`config.mk`:
```
export PLATFORM = sky130hd
export DESIGN_NAME = opctrl_delay_line
export DESIGN_NICKNAME = d
export VERILOG_FILES = /design/src/rtl/opctrl_pkg.sv /design/src/rtl/opctrl_dly_stage.sv /design/src/rtl/opctrl_delay_line.sv
export SDC_FILE = /design/constraint.sdc
export NUM_CORES = 1
export LEC_CHECK = 0
export CAP_MARGIN = 20
export CORE_ASPECT_RATIO = 0.5
export CORE_UTILIZATION = 60
export CTS_BUF_LIST = sky130_fd_sc_hd__clkbuf_2
export DETAILED_ROUTE_END_ITERATION = 6
export PLACE_DENSITY = 0.94
export SYNTH_ARGS = -nofsm -noshare
export SYNTH_HDL_FRONTEND = slang
export SYNTH_SLANG_ARGS = --single-unit
```
`constraint.sdc`:
```
create_clock -name Clock -period 5 [get_ports Clock]
set_input_delay 1 -clock Clock [delete_from_list [all_inputs] [get_ports Clock]]
set_output_delay 1 -clock Clock [all_outputs]
set_load 0.005 [all_outputs]
```
`src/rtl/opctrl_pkg.sv`:
```
// ============================================================================
// opctrl_pkg : shared defaults, limits and the clog2 helper for the delay line
// Revision   : 1.0
// ============================================================================
`default_nettype none

package opctrl_pkg;

   localparam int OPC_WIDTH_DEF = 32;
   localparam int OPC_DEPTH_DEF = 3;
   localparam int OPC_DEPTH_MAX = 16;
   localparam int OPC_WIDTH_MAX = 64;

   // Ceiling log2, evaluated at elaboration for port and counter widths.
   function automatic int clog2(input int value);
      int result;
      result = 0;
      for (int i = 0; i < 31; i++) begin
         if ((1 << i) < value) begin
            result = i + 1;
         end
      end
      return result;
   endfunction

endpackage : opctrl_pkg

`default_nettype wire

```
`src/rtl/opctrl_dly_stage.sv`:
```
// ============================================================================
// opctrl_dly_stage : one data + valid register with advance, flush, async reset
// Revision         : 1.0
// ============================================================================
`default_nettype none

module opctrl_dly_stage #(
   parameter int WIDTH = 32
) (
   input  logic             clk,
   input  logic             rst,
   input  logic             i_adv,
   input  logic             i_flush,
   input  logic [WIDTH-1:0] i_d,
   input  logic             i_v,
   output logic [WIDTH-1:0] o_d,
   output logic             o_v
);

   logic [WIDTH-1:0] r_d;
   logic             r_v;

   // Flush only kills the valid bit; the data word is left in place.
   always_ff @(posedge clk or posedge rst) begin
      if (rst) begin
         r_d <= '0;
         r_v <= 1'b0;
      end else if (i_flush) begin
         r_v <= 1'b0;
      end else if (i_adv) begin
         r_d <= i_d;
         r_v <= i_v;
      end
   end

   assign o_d = r_d;
   assign o_v = r_v;

endmodule : opctrl_dly_stage

`default_nettype wire

```
`src/rtl/opctrl_delay_line.sv`:
```
// ============================================================================
// opctrl_delay_line : DEPTH-stage stallable/flushable delay line with tap mux
// Revision          : 1.0
// ============================================================================
`default_nettype none

module opctrl_delay_line
   import opctrl_pkg::*;
#(
   parameter  int WIDTH = OPC_WIDTH_DEF,
   parameter  int DEPTH = OPC_DEPTH_DEF,
   localparam int TSW   = clog2(DEPTH),
   localparam int OCW   = clog2(DEPTH + 1)
) (
   input  logic             Clock,
   input  logic             Reset,
   input  logic [WIDTH-1:0] Din,
   input  logic             DinValid,
   input  logic             Stall,
   input  logic             Flush,
   input  logic [TSW-1:0]   TapSel,
   output logic [WIDTH-1:0] Dout,
   output logic             DoutValid,
   output logic [OCW-1:0]   Occupancy
);

   localparam logic [TSW-1:0] c_tap_max = TSW'(DEPTH - 1);

   logic [WIDTH-1:0] w_d_in [DEPTH];
   logic [WIDTH-1:0] w_d    [DEPTH];
   logic [DEPTH-1:0] w_v_in;
   logic [DEPTH-1:0] w_v;
   logic             w_adv;
   logic [TSW-1:0]   w_tap;
   logic [OCW-1:0]   w_occ;

   if ((WIDTH < 1) || (WIDTH > OPC_WIDTH_MAX) ||
       (DEPTH < 2) || (DEPTH > OPC_DEPTH_MAX)) begin : g_bad_param
      $error("opctrl_delay_line: WIDTH must be 1..64 and DEPTH 2..16");
   end

   assign w_adv = ~Stall;

   for (genvar k = 0; k < DEPTH; k++) begin : g_stage
      if (k == 0) begin : g_head
         assign w_d_in[k] = Din;
         assign w_v_in[k] = DinValid;
      end else begin : g_body
         assign w_d_in[k] = w_d[k-1];
         assign w_v_in[k] = w_v[k-1];
      end

      opctrl_dly_stage #(
         .WIDTH (WIDTH)
      ) u_stage (
         .clk     (Clock),
         .rst     (Reset),
         .i_adv   (w_adv),
         .i_flush (Flush),
         .i_d     (w_d_in[k]),
         .i_v     (w_v_in[k]),
         .o_d     (w_d[k]),
         .o_v     (w_v[k])
      );
   end

   // Out-of-range taps saturate at the last stage.
   assign w_tap     = (TapSel > c_tap_max) ? c_tap_max : TapSel;
   assign Dout      = w_d[w_tap];
   assign DoutValid = w_v[w_tap];

   always_comb begin
      w_occ = '0;
      for (int k = 0; k < DEPTH; k++) begin
         w_occ = w_occ + OCW'(w_v[k]);
      end
   end

   assign Occupancy = w_occ;

endmodule : opctrl_delay_line

`default_nettype wire

```
==> results of run 1 <==
critical path, stage by stage:
cell,delay (ns)
buf_2,0.80
mux2i_1,0.18
o21ai_0,0.28
clkdlybuf4s50_1,0.56
state kept, by name (all words and copies together), names as in the netlist:
register,flops
g_stage.u_stage.o_v,3
g_stage.u_stage.o_d,96
cell usage after synthesis:
| cell | number | share of area |
|---|---|---|
| mux2_4 | 40 | 0.13 |
| mux2_2 | 56 | 0.14 |
| dfrtp_1 | 99 | 0.54 |
| nor2_4 | 1 | 0.0025 |
| clkbuf_1 | 6 | 0.0049 |
| buf_8 | 4 | 0.013 |
| nor2_1 | 3 | 0.0025 |
| buf_6 | 1 | 0.0025 |
| inv_1 | 1 | 0.00082 |
| buf_4 | 8 | 0.013 |
| fa_1 | 1 | 0.0044 |
| nand2_1 | 33 | 0.027 |
| o21ai_0 | 33 | 0.036 |
| mux2i_1 | 36 | 0.079 |
| buf_2 | 3 | 0.0033 |
power by group:
group | switching [mW] | total [mW] | internal (mW) | leakage, nW
Clock | 0.257 | 0.416 | 0.160 | 0.0805
Sequential | 0.132 | 1.12 | 0.987 | 1.18
Combinational | 0.184 | 0.549 | 0.366 | 1.18
Total | 0.572 | 2.08 | 1.51 | 2.43
placed cells by master (no fill, tap or decap):
cell type        synthesis  layout
buf_12                   0       2
buf_16                   0       1
buf_2                    3       2
buf_4                    8       1
bufinv_16                0       2
clkbuf_2                 0       9
clkdlybuf4s50_1          0      71
clkinv_1                 0       2
clkinv_2                 0       3
dfrtp_1                 99      99
fa_1                     1       1
inv_4                    0       1
mux2_2                  56      56
mux2_4                  40      40
mux2i_1                 36      36
nand2_1                 33      33
nor2_1                   3       3
nor2_4                   1       1
o21ai_0                 33      33
kinds of logic (layout without fill, tap and decap cells):
kind of cell,count (synthesis),in the layout,share of synthesized area
muxes,132,132,0.348
DFF,99,99,0.542
and+or+nand+nor,37,37,0.0320
AOI/OAI and AO/OA,33,33,0.0361
buffers and inverters,23,94,0.0378
adders and majority gates,1,1,0.00438
per-layer routing:
layer / part of all wire / GRT usage
met1: 0.43 / 0.290
met2: 0.53 / 0.420
met3: 0.032 / 0.0544
met4: 0.015 / 0.0838
met5: 0 / 0
final cells by class:
class	instances	area, um2	share of cell area
Clock buffer	9	45.0	0.00826
Clock inverter	7	82.6	0.0152
Inverter	1	6.26	0.00115
Multi-Input combinational cell	203	1920	0.353
Sequential cell	99	2480	0.455
Tap cell	96	120	0.0220
Timing Repair Buffer	77	796	0.146
metrics by stage:
stage                     setup WS (ns)  area, um2  hold slack (ns)  cells  power, mW
after global placement             1.25       5300            0.489    475       1.63
after detailed placement           1.17       5300            0.496    475       1.68
after floorplan                    1.41       4570            0.480    325       1.44
final                              1.17       5450            0.545    492       2.08
after CTS                          1.17       5420            0.546    491       2.09
after global routing               1.07       5450            0.563    492       2.19
path summary, 6_finish.rpt:
path / from / to / slack [ns] / depth (start not counted)
setup / recovery: TapSel[0] / Dout[16] / 1.17 / 4
hold / removal: g_stage[2].u_stage.o_d[29] / g_stage[2].u_stage.o_d[29] / 0.54 / 1
setup reg to reg: g_stage[1].u_stage.o_d[4] / g_stage[1].u_stage.o_d[4] / 4.16 / 1
hold reg to reg: g_stage[2].u_stage.o_d[29] / g_stage[2].u_stage.o_d[29] / 0.54 / 1
max in group asynchronous: Reset / g_stage[1].u_stage.o_d[12] / 3.20 / 3
min in group asynchronous: Reset / g_stage[0].u_stage.o_d[5] / 0.96 / 2
==> impl_results.md, run 1 <==
- Clock latency reported for the late side of the worst-skew pair: 0.55 ns
- Post-CTS repair timing setup buffer count: 0
- Leakage power total: 2.43 nW
- Post-cts sizing count: 0
- CP Launch Type: primary input
- Syn Std Cell Area: 4570 um2
- Setup repair after global routing missed its margin: no
- Power density over the cells: 382 nW/um2
- DP Wirelength: 5.53 mm
- Required time reported for the critical path endpoint: 4.00 ns
- Pins Over Slew Limit: 0
- Placer's final routability congestion estimate: 0.770
- Via density: 5.55
- Clock edge transition at the registers on the reported setup and hold paths: 0.23 ns
- Total grt overflow: 0
- Synthesized netlist cell count: 325
- Number of global-route vias before repair: 3034
- Flip-flop and latch count after synthesis: 99
- Core region area: 7350 um2
- Routed wire length per instance: 17.5 um
- 1st-iter DRT viols: 169
- Violations in the final reports: DRC
- Nets: 431
- Initial cell density of the core: 0.622
- Die H: 63.7 um
- Crit. End Element: primary output
- Total wire length after detailed routing: 8.62 mm
- Largest buffer count on any clock path: 2
- Max-slew headroom: 0.284
- Setup skew after layout: 0.00951 ns
- Pin slew with the least headroom to its limit: 1.07 ns
- Final worst path period need: 3.83 ns
- Final setup fails: 0
- Number of clock sinks: 99
- Max Cap Viol: 0
- Setup TNS after final layout: 0 ns
- CP arrival: 2.83 ns
- CTS Buf Count: 9
- Crit path kind: primary input to primary output
- Count of cell types in the netlist: 15
- Library cell used as clock root buffer: clkbuf_2
- Filler Cell Count: 442
- Ant diodes: 0
- Run status: finished with violations
- Final core occ: 0.742
- Remaining design rule violation count: 4
- Total via count after detailed routing: 2732
- Share of the yosys chip area belonging to registers: 0.542
- Nets in the synthesized netlist: 365
- Maximum vdd drop: 268 uV
- Total die area: 8000 um2
- Ys Warns: 0
- Pin count of the biggest net entering global routing: 79
- Highest attainable clock frequency: 261 MHz
- Type of the most critical hold path: flop to flop
- Final period utilization: 0.765
- Top-level I/O count: 74
- Area delta synth->final: 19.2%
- Tot GR Track Use: 0.237
- Layout cells sized above 1: 0.298
- First-pass GRT wire length: 14.7 mm
- Number of H-tree levels: 3
- Peak fanout along the critical path: 33
- Remaining antenna violation count: 0
- Pre-Repair DR Iteration Count: 6
- Width of the chip: 125 um
- Site Rows: 22
- Number of hold-slack violations in the final timing report: 0
- Antenna violations before repair: 0
- I/O Buffers: 73
- CTS Hold Buffers Added: 0
- TritonCTS clock tree: yes
- Average size of a mapped cell: 14.1 um2
(Power assumes the default switching activity.)
==> run 2: changes to the inputs <==
--- a/config.mk
+++ b/config.mk
@@ -7,10 +7,10 @@
 export LEC_CHECK = 0
 export CAP_MARGIN = 20
 export CORE_ASPECT_RATIO = 0.5
-export CORE_UTILIZATION = 60
+export CORE_UTILIZATION = 50
 export CTS_BUF_LIST = sky130_fd_sc_hd__clkbuf_2
 export DETAILED_ROUTE_END_ITERATION = 6
-export PLACE_DENSITY = 0.94
+export PLACE_DENSITY = 0.84
 export SYNTH_ARGS = -nofsm -noshare
 export SYNTH_HDL_FRONTEND = slang
 export SYNTH_SLANG_ARGS = --single-unit
==> constraint.sdc (replaced) <==
create_clock -name Clock -period 3.45 [get_ports Clock]
set_input_delay 0.69 -clock Clock [delete_from_list [all_inputs] [get_ports Clock]]
set_output_delay 0.69 -clock Clock [all_outputs]
set_load 0.005 [all_outputs]
==> impl_results.md, run 2 (synthesized netlist as in run 1, its figures left out) <==
- Total via count after detailed routing: 2675 (was 2732)
- Site Rows: 24 (was 22)
- CP Launch Type: primary input (unchanged)
- Leakage power total: 2.44 nW (was 2.43 nW)
- Die H: 69.6 um (was 63.7 um)
- CTS Hold Buffers Added: 0 (unchanged)
- Routed wire length per instance: 16.3 um (was 17.5 um)
- Post-cts sizing count: 0 (unchanged)
- Final period utilization: 0.857
- Clock latency reported for the late side of the worst-skew pair: 0.56 ns (was 0.55 ns)
- Commonest non-fill, non-tap cells in the layout: dfrtp_1, clkdlybuf4s50_1, mux2_2 (unchanged)
- Top-level I/O count: 74 (unchanged)
- Post-CTS repair timing setup buffer count: 0 (unchanged)
- Total length of routed met3 wires: 285 um (was 279 um)
- Layout cells sized above 1: 0.308 (was 0.298)
- Core region area: 8800 um2 (was 7350 um2)
- Post-route design area: 5470 um2 (was 5450 um2)
- Peak fanout along the critical path: 13 (was 33)
- Final setup fails: 0 (unchanged)
- Pins Over Slew Limit: 0 (unchanged)
- Remaining antenna violation count: 0 (unchanged)
- First-pass GRT wire length: 14.3 mm (was 14.7 mm)
- Crit. End Element: primary output (unchanged)
- Pin slew with the least headroom to its limit: 0.888 ns (was 1.07 ns)
- Ant diodes: 0 (unchanged)
- Placer's final routability congestion estimate: 0.790 (was 0.770)
- Max-slew headroom: 0.408 (was 0.284)
- Type of the most critical hold path: flop to flop (unchanged)
- Highest attainable clock frequency: 338 MHz
- Pin count of the biggest net entering global routing: 75 (was 79)
- Required time reported for the critical path endpoint: 2.76 ns (was 4.00 ns)
- Final worst path period need: 2.96 ns
- Number of hold-slack violations in the final timing report: 0 (unchanged)
- Pre-Repair DR Iteration Count: 4 (was 6)
- Nets: 434 (was 431)
- Max Cap Viol: 0 (unchanged)
- Initial cell density of the core: 0.520 (was 0.622)
- Number of H-tree levels: 3 (unchanged)
- Number of clock sinks: 99 (unchanged)
- Setup repair after global routing missed its margin: no (unchanged)
- Setup TNS after final layout: 0 ns (unchanged)
- 1st-iter DRT viols: 133 (was 169)
- Crit path kind: primary input to primary output (unchanged)
- Total grt overflow: 0 (unchanged)
- Power density over the cells: 551 nW/um2 (was 382 nW/um2)
- Most common cell after layout, fill and taps aside: dfrtp_1 (unchanged)
- CP arrival: 2.27 ns (was 2.83 ns)
- Clock edge transition at the registers on the reported setup and hold paths: 0.23 ns (about the same)
- Number of global-route vias before repair: 2844 (was 3034)
- Setup skew after layout: 0.0168 ns (was 0.00951 ns)
- I/O Buffers: 73 (unchanged)
- Width of the chip: 137 um (was 125 um)
- Top Metal Used: met4 (unchanged)
- Met1 routed wirelength after detailed routing: 3.72 mm (was 3.67 mm)
- Maximum vdd drop: 216 uV (was 268 uV)
- Filler Cell Count: 646 (was 442)
- Largest buffer count on any clock path: 2 (unchanged)
- Library cell used as clock root buffer: clkbuf_2 (unchanged)
- Total wire length after detailed routing: 8.39 mm (was 8.62 mm)
- CTS Buf Count: 9 (unchanged)
- Remaining design rule violation count: 0 (was 4)
- Tot GR Track Use: 0.196 (was 0.237)
- Cell area after placement: 5340 um2 (was 5300 um2)
- Total die area: 9560 um2 (was 8000 um2)
- Total placed cells including tap cells: 500 (was 475)
- Antenna violations before repair: 0 (unchanged)
- Via density: 5.18 (was 5.55)
- Run status: finished clean (was finished with violations)
- Number of flip-flops in the largest register: 96 (unchanged)
- TritonCTS clock tree: yes (unchanged)
- DP Wirelength: 5.68 mm (was 5.53 mm)
- Routed length on met2: 4.30 mm (was 4.54 mm)
- Area delta synth->final: 19.6% (was 19.2%)
- Number of standard cells in the layout, taps in and fillers out: 516 (was 492)
run 2: per-layer routing:
layer	track usage	vias to the layer above
met5	0	-
met2	0.325	43
met4	0.0611	0
met3	0.0504	7
met1	0.251	1351
li1	-	1274
run 2: final timing paths:
| check | start | end | slack (ns) | cells after the start |
|---|---|---|---|---|
| max in group asynchronous | Reset | g_stage[0].u_stage.o_d[0] | 2.03 | 3 |
| max reg2reg | g_stage[0].u_stage.o_d[8] | g_stage[0].u_stage.o_d[8] | 2.62 | 1 |
| max | TapSel[0] | Dout[16] | 0.49 | 5 |
| min in group asynchronous | Reset | g_stage[2].u_stage.o_d[23] | 0.62 | 2 |
| min | g_stage[2].u_stage.o_d[17] | g_stage[2].u_stage.o_d[17] | 0.54 | 1 |
| min reg2reg | g_stage[2].u_stage.o_d[17] | g_stage[2].u_stage.o_d[17] | 0.54 | 1 |
run 2: metrics by stage:
step	power, mW	utilization	hold WS (ns)	setup slack (ns)
detailed placement	2.44	0.607	0.496	0.515
floorplan	2.08	-	0.480	0.170
CTS	3.04	0.622	0.543	0.510
global route	3.19	0.622	0.565	0.440
finish	3.01	0.622	0.542	0.492
global placement	2.37	0.607	0.489	0.550
run 2: layout make-up:
cell class	instances	area, um2	area share
clock buffer	11	55.1	0.0101
clock inverter	5	77.6	0.0142
inverter	1	6.26	0.00114
multi-input combinational	203	1920	0.351
sequential	99	2480	0.453
tap	117	146	0.0268
timing repair buffer	80	786	0.144
run 2: critical path, cell delays in order:
cell and delay [ns]:
buf_2 0.33, buf_4 0.32, mux2i_1 0.10, o21ai_0 0.26, clkdlybuf4s50_1 0.56
run 2: power by group:
group	internal (mW)	switching, mW
Sequential	1.43	0.184
Combinational	0.527	0.260
Clock	0.243	0.367
==> run 3: changes to the inputs <==
--- a/config.mk
+++ b/config.mk
@@ -10,6 +10,7 @@
 export CORE_UTILIZATION = 50
 export CTS_BUF_LIST = sky130_fd_sc_hd__clkbuf_2
 export DETAILED_ROUTE_END_ITERATION = 6
+export GPL_TIMING_DRIVEN = 0
 export PLACE_DENSITY = 0.84
 export SYNTH_ARGS = -nofsm -noshare
 export SYNTH_HDL_FRONTEND = slang
==> impl_results.md, run 3 (synthesized netlist as in run 1, its figures left out) <==
- Required time reported for the critical path endpoint: 2.76 ns (about the same)
- Post-route design area: 5560 um2 (was 5470 um2)
- Pin count of the biggest net entering global routing: 55 (was 75)
- Post-cts sizing count: 0 (unchanged)
- Crit path kind: primary input to primary output (unchanged)
- CP arrival: 2.14 ns (was 2.27 ns)
- Placer's final routability congestion estimate: 0.699 (was 0.790)
- Pre-Repair DR Iteration Count: 4 (unchanged)
- Ant diodes: 0 (unchanged)
- Remaining design rule violation count: 0 (unchanged)
- Crit. End Element: primary output (unchanged)
- Total grt overflow: 0 (unchanged)
- Total wire length after detailed routing: 8.81 mm (was 8.39 mm)
- Met1 Track Usage GR: 0.269 (was 0.251)
- Pins Over Slew Limit: 0 (unchanged)
- Type of the most critical hold path: primary input to flop (was flop to flop)
- Worst reg2reg path depth: 1 (unchanged)
- Layout cells sized above 1: 0.316 (was 0.308)
- Clk network pwr share: 0.181 (was 0.203)
- Net switching fraction of the power: 0.277 (was 0.270)
- Area delta synth->final: 21.5% (was 19.6%)
- Nets: 447 (was 434)
- Number of hold-slack violations in the final timing report: 0 (unchanged)
- Final period utilization: 0.821 (was 0.857)
- Peak fanout along the critical path: 10 (was 13)
- Number of global-route vias before repair: 2932 (was 2844)
- I/O Buffers: 70 (was 73)
- Maximum vdd drop: 197 uV (was 216 uV)
- First-pass GRT wire length: 14.7 mm (was 14.3 mm)
- Max Cap Viol: 0 (unchanged)
- Most common cell after layout, fill and taps aside: dfrtp_1 (unchanged)
- Total power of the final layout: 2.95 mW (was 3.01 mW)
- Initial cell density of the core: 0.520 (unchanged)
- Clock latency reported for the late side of the worst-skew pair: 0.57 ns (was 0.56 ns)
- Total die area: 9560 um2 (unchanged)
- DP Wirelength: 6.17 mm (was 5.68 mm)
- Tot GR Track Use: 0.203 (was 0.196)
- Filler Cell Count: 654 (was 646)
- Final worst path period need: 2.83 ns (was 2.96 ns)
- Power share of the sequential group: 0.547 (was 0.536)
- CTS Hold Buffers Added: 0 (unchanged)
- Die H: 69.6 um (unchanged)
- Via density: 5.23 (was 5.18)
- Post-CTS repair timing setup buffer count: 0 (unchanged)
- Clock edge transition at the registers on the reported setup and hold paths: 0.25 ns (was 0.23 ns)
- Met3 routing resource usage after global routing: 0.0534 (was 0.0504)
- Global Route met2 Usage: 0.326 (was 0.325)
- Antenna violations before repair: 0 (unchanged)
- Fraction of power consumed by combinational cells: 0.272 (was 0.261)
- Max-slew headroom: 0.601 (was 0.408)
- R2r setup slk: 2.63 ns (was 2.62 ns)
- CTS Buf Count: 9 (unchanged)
- Highest attainable clock frequency: 353 MHz (was 338 MHz)
- Library cell used as clock root buffer: clkbuf_2 (unchanged)
- TritonCTS clock tree: yes (unchanged)
- Width of the chip: 137 um (unchanged)
- Worst r2r src: g_stage[1].u_stage.o_d[25] (was g_stage[0].u_stage.o_d[8])
- Pin slew with the least headroom to its limit: 0.598 ns (was 0.888 ns)
- Power density over the cells: 531 nW/um2 (was 551 nW/um2)
- Endpoint of the worst-slack reg-to-reg timing path: g_stage[2].u_stage.o_d[25] (was g_stage[0].u_stage.o_d[8])
- Post-Place Setup Slack: 0.636 ns (was 0.515 ns)
- CP Launch Type: primary input (unchanged)
- Internal power: 2.13 mW (was 2.20 mW)
- Number of flip-flops in the largest register: 96 (unchanged)
- Setup repair after global routing missed its margin: no (unchanged)
- Routed wire length per instance: 16.7 um (was 16.3 um)
- Most used routing layer: met2 (unchanged)
- Final core occ: 0.632 (was 0.622)
- Setup skew after layout: 0.0168 ns (about the same)
- 1st-iter DRT viols: 137 (was 133)
- Total via count after detailed routing: 2769 (was 2675)
- Largest buffer count on any clock path: 2 (unchanged)
- Core region area: 8800 um2 (unchanged)
- Cell area after placement: 5450 um2 (was 5340 um2)
- Remaining antenna violation count: 0 (unchanged)
- Instance count along the most critical hold path: 3 (was 1)
- Top-level I/O count: 74 (unchanged)
- Final setup fails: 0 (unchanged)
- Commonest non-fill, non-tap cells in the layout: dfrtp_1, clkdlybuf4s50_1, mux2_2 (unchanged)
- Startpoint of the most critical hold path: Stall (was g_stage[2].u_stage.o_d[17])
- Switching power summed over all nets: 0.818 mW (was 0.812 mW)
- Number of H-tree levels: 3 (unchanged)
- Endpoint, Worst Hold: g_stage[2].u_stage.o_v (was g_stage[2].u_stage.o_d[17])
- Final worst setup slack: 0.618 ns (was 0.492 ns)
- Leakage power total: 2.48 nW (was 2.44 nW)
- Number of clock sinks: 99 (unchanged)
- Site Rows: 24 (unchanged)
- Run status: finished clean (unchanged)
run 3: changes by cell type in the layout (fill, tap and decap cells not counted):
cell	before	now
buf_8	0	4
bufinv_16	2	1
clkdlybuf4s50_1	71	70
clkbuf_1	0	6
buf_16	0	1
buf_12	1	0
clkinv_1	0	1
clkbuf_2	11	10
buf_2	2	3
buf_6	0	1
buf_4	6	8
clkinv_2	2	3
run 3: worst max-delay path by stage:
stage                                start                         end  slack, ns  cells past startpoint
floorplan                            Reset   g_stage[0].u_stage.o_d[0]       0.17                      1
global placement                     Reset  g_stage[1].u_stage.o_d[18]      -1.31                      2
detailed placement               TapSel[1]                    Dout[31]       0.64                      5
CTS                 g_stage[0].u_stage.o_v                Occupancy[0]       0.61                      2
global route                     TapSel[1]                     Dout[0]       0.49                      5
finish                           TapSel[1]                    Dout[30]       0.62                      5
run 3: per-layer routing:
layer / vias to the layer above / share of wire
li1: 1303 / -
met1: 1410 / 0.47
met2: 44 / 0.48
met3: 12 / 0.034
met4: 0 / 0.016
met5: - / 0
run 3: cell type report:
cell class              instances  area [um2]  share of cell area
clock inverters                 6        56.3              0.0101
repair buffers                 71         728               0.131
plain buffers                  22         169              0.0304
inverters                       1        6.26             0.00113
multi-input cells             203        1920               0.346
clock buffers                  10        50.0             0.00901
well taps                     117         146              0.0263
flip-flops and latches         99        2480               0.446
run 3: power by group through the flow:
stage,combinational [mW],clock [mW],sequential (mW)
finish,0.802,0.533,1.61
global route,0.872,0.595,1.65
CTS,0.813,0.551,1.61
detailed placement,0.810,0,1.64
global placement,0.781,0,1.62
floorplan,0.505,0,1.58
run 3: worst max-delay path, stage by stage:
cell,delay [ns]
buf_2,0.20
clkbuf_1,0.47
nand2_1,0.09
o21ai_0,0.13
clkdlybuf4s50_1,0.55
run 3: through the flow:
stage / hold WS, ns / setup TNS [ns] / std cells
global placement: 0.488 / -128.84 / 512
CTS: 0.380 / 0 / 529
global route: 0.361 / 0 / 529
detailed placement: 0.496 / 0 / 513
floorplan: 0.480 / 0 / 325
finish: 0.424 / 0 / 529
